<file path="src/rtl/score_event_tx.sv">
// Score event transmitter: queues award points and emits one paced score_signal toggle per point.
// Latency: a hit into an idle block with nothing pending toggles score_signal two edges later; toggles are HOLD_CYCLES apart.
// No backpressure: hits always queue, the pending counter saturates and sets overflow. Option: SCORE_TX_STATS_EN adds total_sent.
module score_event_tx #(
  parameter int PEND_W      = 8,
  parameter int HOLD_CYCLES = 16
) (
  input  logic              clk,
  input  logic              rst,
  input  logic              clear,
  input  logic              hit,
  input  logic [3:0]        hit_points,
  input  logic              game_over,
  output logic              score_signal,
  output logic [3:0]        get_score,
  output logic              game_end,
  output logic              busy,
  output logic              overflow
`ifdef SCORE_TX_STATS_EN
  ,
  output logic [13:0]       total_sent
`endif
);

  localparam int GAP_W = (HOLD_CYCLES > 2) ? $clog2(HOLD_CYCLES) : 1;
  localparam logic [GAP_W-1:0] GAP_LOAD = GAP_W'(HOLD_CYCLES - 2);
  localparam logic [PEND_W-1:0] PEND_MAX = {PEND_W{1'b1}};

  typedef enum logic [1:0] {IDLE, TOGGLE, GAP, DONE} state_t;

  state_t            state, state_nxt;
  logic [GAP_W-1:0]  gap_cnt, gap_cnt_nxt;
  logic [PEND_W-1:0] pending;
  logic              end_req;
  logic              accept;
  logic [PEND_W:0]   add_ext;
  logic [PEND_W:0]   sum_ext;

  // An award is taken only while the game is still running and no end has been requested.
  always_comb begin
    accept  = hit && (hit_points != 4'd0) && !game_end && !end_req;
    add_ext = '0;
    if (accept) add_ext = (PEND_W + 1)'(hit_points);
    sum_ext = {1'b0, pending} + add_ext - {{PEND_W{1'b0}}, (state == TOGGLE)};
  end

  // Next-state logic; a gap of HOLD_CYCLES-1 cycles keeps toggles exactly HOLD_CYCLES apart.
  always_comb begin
    state_nxt   = state;
    gap_cnt_nxt = gap_cnt;
    case (state)
      IDLE: begin
        if (pending != '0)  state_nxt = TOGGLE;
        else if (end_req)   state_nxt = DONE;
      end
      TOGGLE: begin
        state_nxt   = GAP;
        gap_cnt_nxt = GAP_LOAD;
      end
      GAP: begin
        if (gap_cnt == '0) state_nxt = (pending != '0) ? TOGGLE : IDLE;
        else               gap_cnt_nxt = gap_cnt - 1'b1;
      end
      DONE: state_nxt = DONE;
      default: state_nxt = IDLE;
    endcase
  end

  // State and gap counter registers; clear returns the FSM to idle.
  always_ff @(posedge clk or posedge rst) begin
    if (rst) begin
      state   <= IDLE;
      gap_cnt <= '0;
    end else if (clear) begin
      state   <= IDLE;
      gap_cnt <= '0;
    end else begin
      state   <= state_nxt;
      gap_cnt <= gap_cnt_nxt;
    end
  end

  // Pending points, award bookkeeping and the toggle line; clear keeps the line level so no point is sent.
  always_ff @(posedge clk or posedge rst) begin
    if (rst) begin
      pending      <= '0;
      overflow     <= 1'b0;
      get_score    <= 4'd0;
      end_req      <= 1'b0;
      game_end     <= 1'b0;
      score_signal <= 1'b0;
    end else if (clear) begin
      pending      <= '0;
      overflow     <= 1'b0;
      get_score    <= 4'd0;
      end_req      <= 1'b0;
      game_end     <= 1'b0;
    end else begin
      if (sum_ext[PEND_W]) begin
        pending  <= PEND_MAX;
        overflow <= 1'b1;
      end else begin
        pending  <= sum_ext[PEND_W-1:0];
      end
      if (accept)          get_score    <= hit_points;
      if (game_over)       end_req      <= 1'b1;
      game_end <= (state == DONE);
      if (state == TOGGLE) score_signal <= ~score_signal;
    end
  end

`ifdef SCORE_TX_STATS_EN
  // Count transmitted points with the same 0..9999 wrap as the display.
  always_ff @(posedge clk or posedge rst) begin
    if (rst)                  total_sent <= 14'd0;
    else if (clear)           total_sent <= 14'd0;
    else if (state == TOGGLE) total_sent <= (total_sent == 14'd9999) ? 14'd0 : total_sent + 14'd1;
  end
`endif

  assign busy = (pending != '0) || (state == TOGGLE) || (state == GAP);

endmodule

</file>
<file path="config.mk">
export PLATFORM = sky130hd
export DESIGN_NAME = score_event_tx
export DESIGN_NICKNAME = d
export VERILOG_FILES = /design/src/rtl/score_event_tx.sv
export SDC_FILE = /design/constraint.sdc
export NUM_CORES = 1
export LEC_CHECK = 0
export CORE_ASPECT_RATIO = 1.5
export CORE_MARGIN = 4
export CORE_UTILIZATION = 50
export CTS_BUF_LIST = sky130_fd_sc_hd__clkbuf_4 sky130_fd_sc_hd__clkbuf_8 sky130_fd_sc_hd__clkbuf_16
export DETAILED_ROUTE_END_ITERATION = 8
export PLACE_DENSITY = 0.73
export REMOVE_ABC_BUFFERS = 1
export SLEW_MARGIN = 30
export SYNTH_ARGS = -nofsm -noshare
export SYNTH_HDL_FRONTEND = slang
export SYNTH_SLANG_ARGS = --single-unit
</file>
<file path="constraint.sdc">
create_clock -name clk -period 7.7 [get_ports clk]
set_clock_uncertainty 0.2 [all_clocks]
set_input_delay 2.31 -clock clk [delete_from_list [all_inputs] [get_ports clk]]
set_output_delay 2.31 -clock clk [all_outputs]
set_load 0.1 [all_outputs]
</file>
# --- Word level (Yosys, flattened, before mapping) ---
# Cells that the tools add are included.
word_totals:
  ff_bits: 22
  inputBits: 9
  output_inout_bits: 8
  wordCells: 56
op_classes:
  add_sub_neg: 3
  eq_ne: 6
  n_mux: 19
  n_bitwise: 2
  reduce_logical: 18
op_table:
  columns: ["cell", "count"]
  rows:
  - ["$mux 4", 5]
  - ["$mux 8", 2]
  - ["$add 8x9->9", 1]
  - ["$sub 9x1->9", 1]
  - ["$mux 2", 4]
  - ["$pmux 2 s4", 1]
  - ["$pmux 4 s2", 1]
  - ["$reduce_bool 8->1", 1]
  - ["$mux 1", 6]
  - ["$ne 3x3->1 const B", 2]
  - ["$reduce_and 2->1", 3]
  - ["$reduce_bool 2->1", 3]
  - ["$eq 2x2->1 const B", 2]
  - ["$logic_not 4->1", 1]
  - ["$ne 4x4->1 const B", 1]
  - ["$reduce_bool 4->1", 1]
  - ["$sub 4x1->4 const B", 1]
  - ["$logic_and 1x1->1", 3]
  - ["$reduce_bool 3->1", 1]
  - ["$eq 2x1->1 const B", 1]
  - ["$logic_not 1->1", 2]
  - ["$logic_not 2->1", 1]
  - ["$logic_or 1x1->1", 2]
  - ["$not 1->1", 2]

# --- Logic depth before layout (Yosys ltp) ---
# Gate-level depths: netlist of run 1.
logic_depth:
  ltp_word: 9
  mapped_depth: 12
  depth_no_buf: 11

# --- Worst setup path before layout of run 1 ---
# OpenSTA, ideal clock, no wires.
synth_path:
  path_kind: "in2reg"
  from: "input port hit"
  to: "register overflow"
  setup_ns: 0.078
  t_arrival_ns: 4.726
  required_ns: 7.422
  path_slack_ns: 2.696
  cell_stages: 11
  n_path_buf: 0
  cell_sequence: "nor3b_1 nand2_1 ha_1 inv_1 ha_1 fa_1 a211oi_1 o311a_1 mux2i_1 nand3_2 a21oi_1"
synth_via:
  elab_chain_cells: 7
synth_rtl:
  columns: ["element", "line_no", "rtl"]
  rows:
  - ["start: declaration", "11", "input logic hit,"]
  - ["$logic_and 1x1->1 (3 in a row)", "41", "accept = hit && (hit_points != 4'd0) && !game_end && !end_req;"]
  - ["$mux 4", "43", "if (accept) add_ext = (PEND_W + 1)'(hit_points);"]
  - ["$add 8x9->9", "44", "sum_ext = {1'b0, pending} + add_ext - {{PEND_W{1'b0}}, (state == TOGGLE)};"]
  - ["$sub 9x1->9", "44", null]
  - ["$reduce_bool 2->1 (no source line)", null, null]
  - ["end signal: assignment", "87", "overflow <= 1'b0;"]
  - ["end signal: assignment", "94", "overflow <= 1'b0;"]
  - ["end signal: assignment", "101", "overflow <= 1'b1;"]
  - ["end: declaration", "18", "output logic overflow"]
# Every way passes these cells.
# A chain may end at the register's enable or synchronous reset.

# --- Worst setup path in the final report of run 1 ---
layout_path:
  from: "input port hit"
  to: "register pending[0]"
layout_via:
  elab_chain_cells: 8
layout_rtl:
  columns: ["element", "line_no", "rtl"]
  rows:
  - ["$logic_and 1x1->1 (3 in a row)", "41", null]
  - ["$mux 4", "43", null]
  - ["$add 8x9->9", "44", null]
  - ["$sub 9x1->9", "44", null]
  - ["$mux 8", "99", "if (sum_ext[PEND_W]) begin"]
  - ["$mux 8", "92", "end else if (clear) begin"]
  - ["end signal: assignment", "103", "pending <= sum_ext[PEND_W-1:0];"]
  - ["end: declaration", "33", "logic [PEND_W-1:0] pending;"]
# Every way passes these cells.

==> flow_summary.ini, run 1 <==
[grt]
antenna_found_initial = 0
grt_pass1_vias = 1130
grt_pass1_wl_mm = 5.02
overflow = 0
grt_max_degree = 23
track_usage = 0.173

[cells_and_area]
final_area_um2 = 1690
drive_gt1_frac = 0.0337
layout.nets = 204
area_growth_syn_to_layout_pct = 16.8
antenna_cells = 0

[setup_path]
max_stage_delay_ns = 0.47
cp-start-kind = input port
r2r-end = pending[0]
r2r-start = end_req
startpoint = hit
path_buf_inv = 2
path_class = input port to flop
worst-path-max-fanout = 9
crit_path_frequent_cell = ha_1
crit_family = adder cells
cp.arrival_ns = 5.53
ff2ff_path_depth = 11
endpoint = pending[0]
crit_slowest_cell = nor3b_1
crit_cells = 12
end_kind = flop
worst_ep_required_time_ns = 7.67
crit_chain = clkdlybuf4s50_1, nor3b_1, nand2_1, ha_1, inv_1, ha_1, fa_1, a211oi_1, o311a_1, mux2i_1, nand3_2, a21oi_1
r2r_slack_ns = 4.22

[logic_synthesis]
ys_seq_area_frac = 0.381
synth_xor_area_frac = 0.0485
synth_largest_area_cell = dfrtp_1
synthSimpleGateAreaFrac = 0.152
syn_inst = 163
syn_area_um2 = 1440
syn_area_per_cell_um2 = 8.86
synthTopCellsByArea = dfrtp_1 (38%), ha_1 (13%), a21oi_1 (6.9%)
yosys.area_share.adder = 0.144
synth_top_family_by_area = compound AO/OA/AOI/OAI gates
synth_compound_area_frac = 0.183
muxShareOfSynthArea = 0.0139
ys_types = 34
synth_top_area_frac = 0.381
yosys_register_bits = 22
ys_warn_count = 0

[placement]
gp_congestion = 0.787
dp_hpwl_mm = 2.32
place_area_um2 = 1630
io_buffer_count = 16

[detailed_routing]
post_drt_wl_per_cell_um = 13.6
viasPerCell = 5.47
drcViolationCount = 0
drt_iter0_markers = 31
first_pass_iters = 4
drtAntennaViolNets = 0
vias = 1175
drt-total-wl_mm = 2.91

[power]
leakage_nw = 0.797
power_density_nw_per_um2 = 456
ir_worst_vdd_uv = 257

[floorplan]
dieHeight_um = 73.8
die_x_um = 51.9
floorplan.rows = 23
num_io_pins = 17
core_area_um2 = 2730
start_util = 0.528
dieArea_um2 = 3830

[sta]
fmax_mhz = 180
final.setup.tns_ns = 0
slew_viol_final = 0
setup_violations = 0
rsz0062_at_grt = no
fin_crit_sh = 0.722
period_minus_slack_ns = 5.56
tightest_slew_ns = 0.989
slew-limit-headroom = 0.339
hold_violations = 0

[clock_network]
cts.sinks = 22
cts_tree = done
clk_latency_ns = 0.26
cts_hold_buf = 0
htree_levels = 1
cts_root_buffer = clkbuf_8
cts_repair_resize_count = 0
cts_setup_buffers = 0
cts_buffers = 3
cts.clk_slew.worst_paths_ns = 0.07
clk_path_buf_depth = 2

[run_status]
run_status = complete, no violations

[flow_run]
cap_violations = 0

[hold_path]
hold_class = flop to flop
## layout by cell type (no fill, tap or decap), types with 2 or more instances in the layout
cell             synthesis  final
a211oi_1                 2      2
a21o_1                   2      2
a21oi_1                 20     20
a31oi_1                  2      2
clkbuf_8                 0      4
clkdlybuf4s50_1          0     16
dfrtp_1                 22     22
ha_1                    15     15
inv_1                   25     25
mux2i_1                  2      2
nand2_1                  5      5
nand2b_1                 6      6
nor2_1                  13     13
nor2b_1                  3      3
nor3_1                   2      2
nor3b_1                  3      3
nor4_1                   2      2
o21ai_0                  8      8
o21bai_1                 2      2
o22ai_1                  3      3
xnor2_1                  5      5
xor2_1                   3      3
## worst min-delay path by stage
stage	startpoint	end	slack [ns]	depth (start not counted)
finish	score_signal	score_signal	0.27	1
global route	score_signal	score_signal	0.31	1
CTS	score_signal	score_signal	0.28	1
detailed placement	score_signal	score_signal	0.27	1
global placement	score_signal	score_signal	0.26	1
floorplan	end_req	end_req	0.31	2
## per-stage QoR
| step | hold slack (ns) | power (mW) | cells | worst slack (ns) | util |
|---|---|---|---|---|---|
| 4_1_cts | 0.283 | 0.773 | 215 | 2.15 | 0.617 |
| 2_1_floorplan | 0.307 | 0.578 | 158 | 2.70 | - |
| 3_5_place_dp | 0.272 | 0.685 | 211 | 1.88 | 0.597 |
| 5_1_grt | 0.309 | 0.844 | 215 | 1.91 | 0.617 |
| 3_3_place_gp | 0.255 | 0.666 | 211 | 2.03 | 0.597 |
| 6_report | 0.275 | 0.769 | 215 | 2.14 | 0.617 |
## sequential cells by signal (all words and copies together), names as in the netlist
register,count
pending,8
gap_cnt,4
get_score,4
state,2
end_req,1
game_end,1
overflow,1
score_signal,1
## power by group
part	leakage (nW)	internal [mW]	switching, mW	total [mW]
Sequential	0.281	0.155	0.0360	0.191
Combinational	0.487	0.202	0.296	0.498
Clock	0.0288	0.0455	0.0355	0.0810
Total	0.797	0.402	0.367	0.769
## metal layers
layer | vias up | GRT usage | routed length, µm
li1 | 582 | - | -
met1 | 563 | 0.216 | 1180
met2 | 24 | 0.303 | 1620
met3 | 6 | 0.0183 | 68
met4 | 0 | 0.0612 | 44
met5 | - | 0 | 0
## worst reg2reg max path, delay by kind of cell, from the launching register on
family,cells,cell delay (ns)
compound gates,3,0.73
mux,1,0.24
fa+ha+maj,3,0.94
simple gates,3,0.83
buf+inv,1,0.04
flops,1,0.41
## final cells by class
| class | instances | area [µm²] |
|---|---|---|
| tap | 37 | 46.3 |
| multi-input combinational | 111 | 781 |
| inverter | 25 | 93.8 |
| sequential | 22 | 551 |
| timing repair buffer | 16 | 160 |
| fill | 228 | 1050 |
| clock buffer | 4 | 55.1 |
## cells in the mapped netlist, drive strengths merged
| cell type | instances |
|---|---|
| o41ai | 1 |
| nand2 | 5 |
| nand2b | 6 |
| nor2 | 13 |
| a31oi | 2 |
| a211oi | 2 |
| and3 | 1 |
| nand3b | 1 |
| nor2b | 3 |
| nor3b | 3 |
| xor2 | 3 |
| o22ai | 3 |
| clkbuf | 5 |
| fa | 1 |
| nor4 | 2 |
| or2 | 1 |
| a211o | 1 |
| nand3 | 2 |
| o311a | 1 |
| inv | 25 |
| or3 | 1 |
| a41oi | 1 |
| a21oi | 20 |
| o21ai | 8 |
| and3b | 1 |
| xnor2 | 5 |
| a21o | 2 |
| o21bai | 2 |
| nor3 | 2 |
| mux2i | 2 |
| o41a | 1 |
| dfrtp | 22 |
| ha | 15 |
## cells by family (layout without fill, tap and decap cells)
| group | Yosys count | count (layout) |
|---|---|---|
| flip-flops | 22 | 22 |
| buffers and inverters | 30 | 45 |
| multiplexers | 2 | 2 |
| AO/OA/AOI/OAI | 44 | 44 |
| AND/OR/NAND/NOR | 41 | 41 |
| adder cells (fa/ha/maj) | 16 | 16 |
| XOR/XNOR | 8 | 8 |
Note: power is estimated with default switching activity, not from simulation.
==> inputs of run 2 (changes only) <==
Settings changed: PLACE_DENSITY 0.73 to 0.75.
Clock period 7.7 ns to 4.9 ns, I/O delays scaled along.
==> flow_summary.ini, run 2 (synthesized netlist as in run 1, its figures left out) <==
[run_status]
run_status = complete, no violations

[grt]
grt_max_degree = 23
gr-usage-met2 = 0.333
grt_pass1_vias = 1221
grt_use_met1 = 0.201
overflow = 0
gr-usage-met3 = 0.0223
globalRoute.busiestLayer = met2
antenna_found_initial = 0
grt_pass1_wl_mm = 5.26
track_usage = 0.181

[cells_and_area]
reg.largest.list = pending (8), gap_cnt (4), get_score (4)
antenna_cells = 0
stdcell_count = 215
seq_area_um2 = 551
mostFrequentLayoutCells = inv_1 (25), dfrtp_1 (22), a21oi_1 (20)
layout.nets = 205
area_growth_syn_to_layout_pct = 16.2
drive_gt1_frac = 0.0393
final_common_cell = inv_1
nFillCells = 240
top_register = pending
multi_input_area_um2 = 781
fin_util = 0.614
largest_reg_flops = 8

[clock_network]
cts_root_buffer = clkbuf_8
clk_latency_ns = 0.26
cts.clk_slew.worst_paths_ns = 0.07
cts_repair_resize_count = 0
cts_setup_buffers = 0
clk_path_buf_depth = 2
cts_tree = done
htree_levels = 1
cts.sinks = 22
cts_buffers = 3
cts_hold_buf = 0

[floorplan]
num_io_pins = 17
floorplan.rows = 23
dieArea_um2 = 3830
dieHeight_um = 73.8
core_area_um2 = 2730
start_util = 0.528
die_x_um = 51.9

[sta]
fin_crit_sh = 0.914
setup_slack_ns = 0.423
slew-limit-headroom = 0.351
setup_violations = 0
fmax_mhz = 223
final.setup.tns_ns = 0
hold_violations = 0
slew_viol_final = 0
period_minus_slack_ns = 4.48
rsz0062_at_grt = no
tightest_slew_ns = 0.971

[hold_path]
hold_class = flop to flop

[placement]
dp_hpwl_mm = 2.39
post-place-cells = 212
io_buffer_count = 16
gp_congestion = 0.954
place_ws_ns = 0.122

[detailed_routing]
drtAntennaViolNets = 0
viasPerCell = 5.47
drcViolationCount = 0
drt_iter0_markers = 18
post_drt_wl_per_cell_um = 14.1
first_pass_iters = 4
vias = 1176
drt-total-wl_mm = 3.03

[setup_path]
worst_ep_required_time_ns = 4.86
cp-start-kind = input port
cp.arrival_ns = 4.44
path_class = input port to flop
worst-path-max-fanout = 9
end_kind = flop

[power]
leakage_nw = 0.794
ir_worst_vdd_uv = 503
p_total_mw = 1.18
power_density_nw_per_um2 = 706

[flow_run]
cap_violations = 0
==> run 2: layout make-up <==
type                    count  area share
flip-flops and latches     22       0.328
clock buffers               3      0.0246
multi-input cells         111       0.465
well taps                  37      0.0276
repair buffers             17      0.0984
inverters                  25      0.0559
==> run 2: worst max-delay path: stages <==
cell and delay (ns):
clkdlybuf4s50_1 0.47, nor3b_1 0.26, nand2_1 0.11, ha_1 0.29
inv_1 0.04, ha_1 0.21, fa_1 0.44, a211oi_1 0.26
o311a_1 0.24, mux2i_1 0.26, nand3_2 0.20, a21oi_1 0.19
==> run 2: metrics by stage <==
stage	cell area [µm²]	hold WS, ns
after floorplan	1430	0.307
after global placement	1640	0.256
after detailed placement	1640	0.256
after CTS	1680	0.270
after global routing	1680	0.281
final	1680	0.267
==> run 2: power breakdown <==
group,internal [mW],switching [mW]
clock,0.0549,0.0566
sequential,0.243,0.0602
combinational,0.317,0.453
total,0.615,0.570
==> run 2: path summary, 6_finish.rpt <==
kind | start | end | slack (ns) | cells past startpoint
min in group asynchronous | rst | pending[1] | 1.48 | 2
min reg2reg | score_signal | score_signal | 0.27 | 1
max in group asynchronous | rst | gap_cnt[1] | 2.50 | 2
max | hit | pending[2] | 0.42 | 12
max reg2reg | end_req | pending[2] | 1.66 | 11
min | score_signal | score_signal | 0.27 | 1
==> run 2: per-layer routing <==
layer / routed length (µm) / vias to the layer above
li1: - / 588
met1: 1260 / 569
met2: 1680 / 13
met3: 38 / 6
met4: 53 / 0
met5: 0 / -
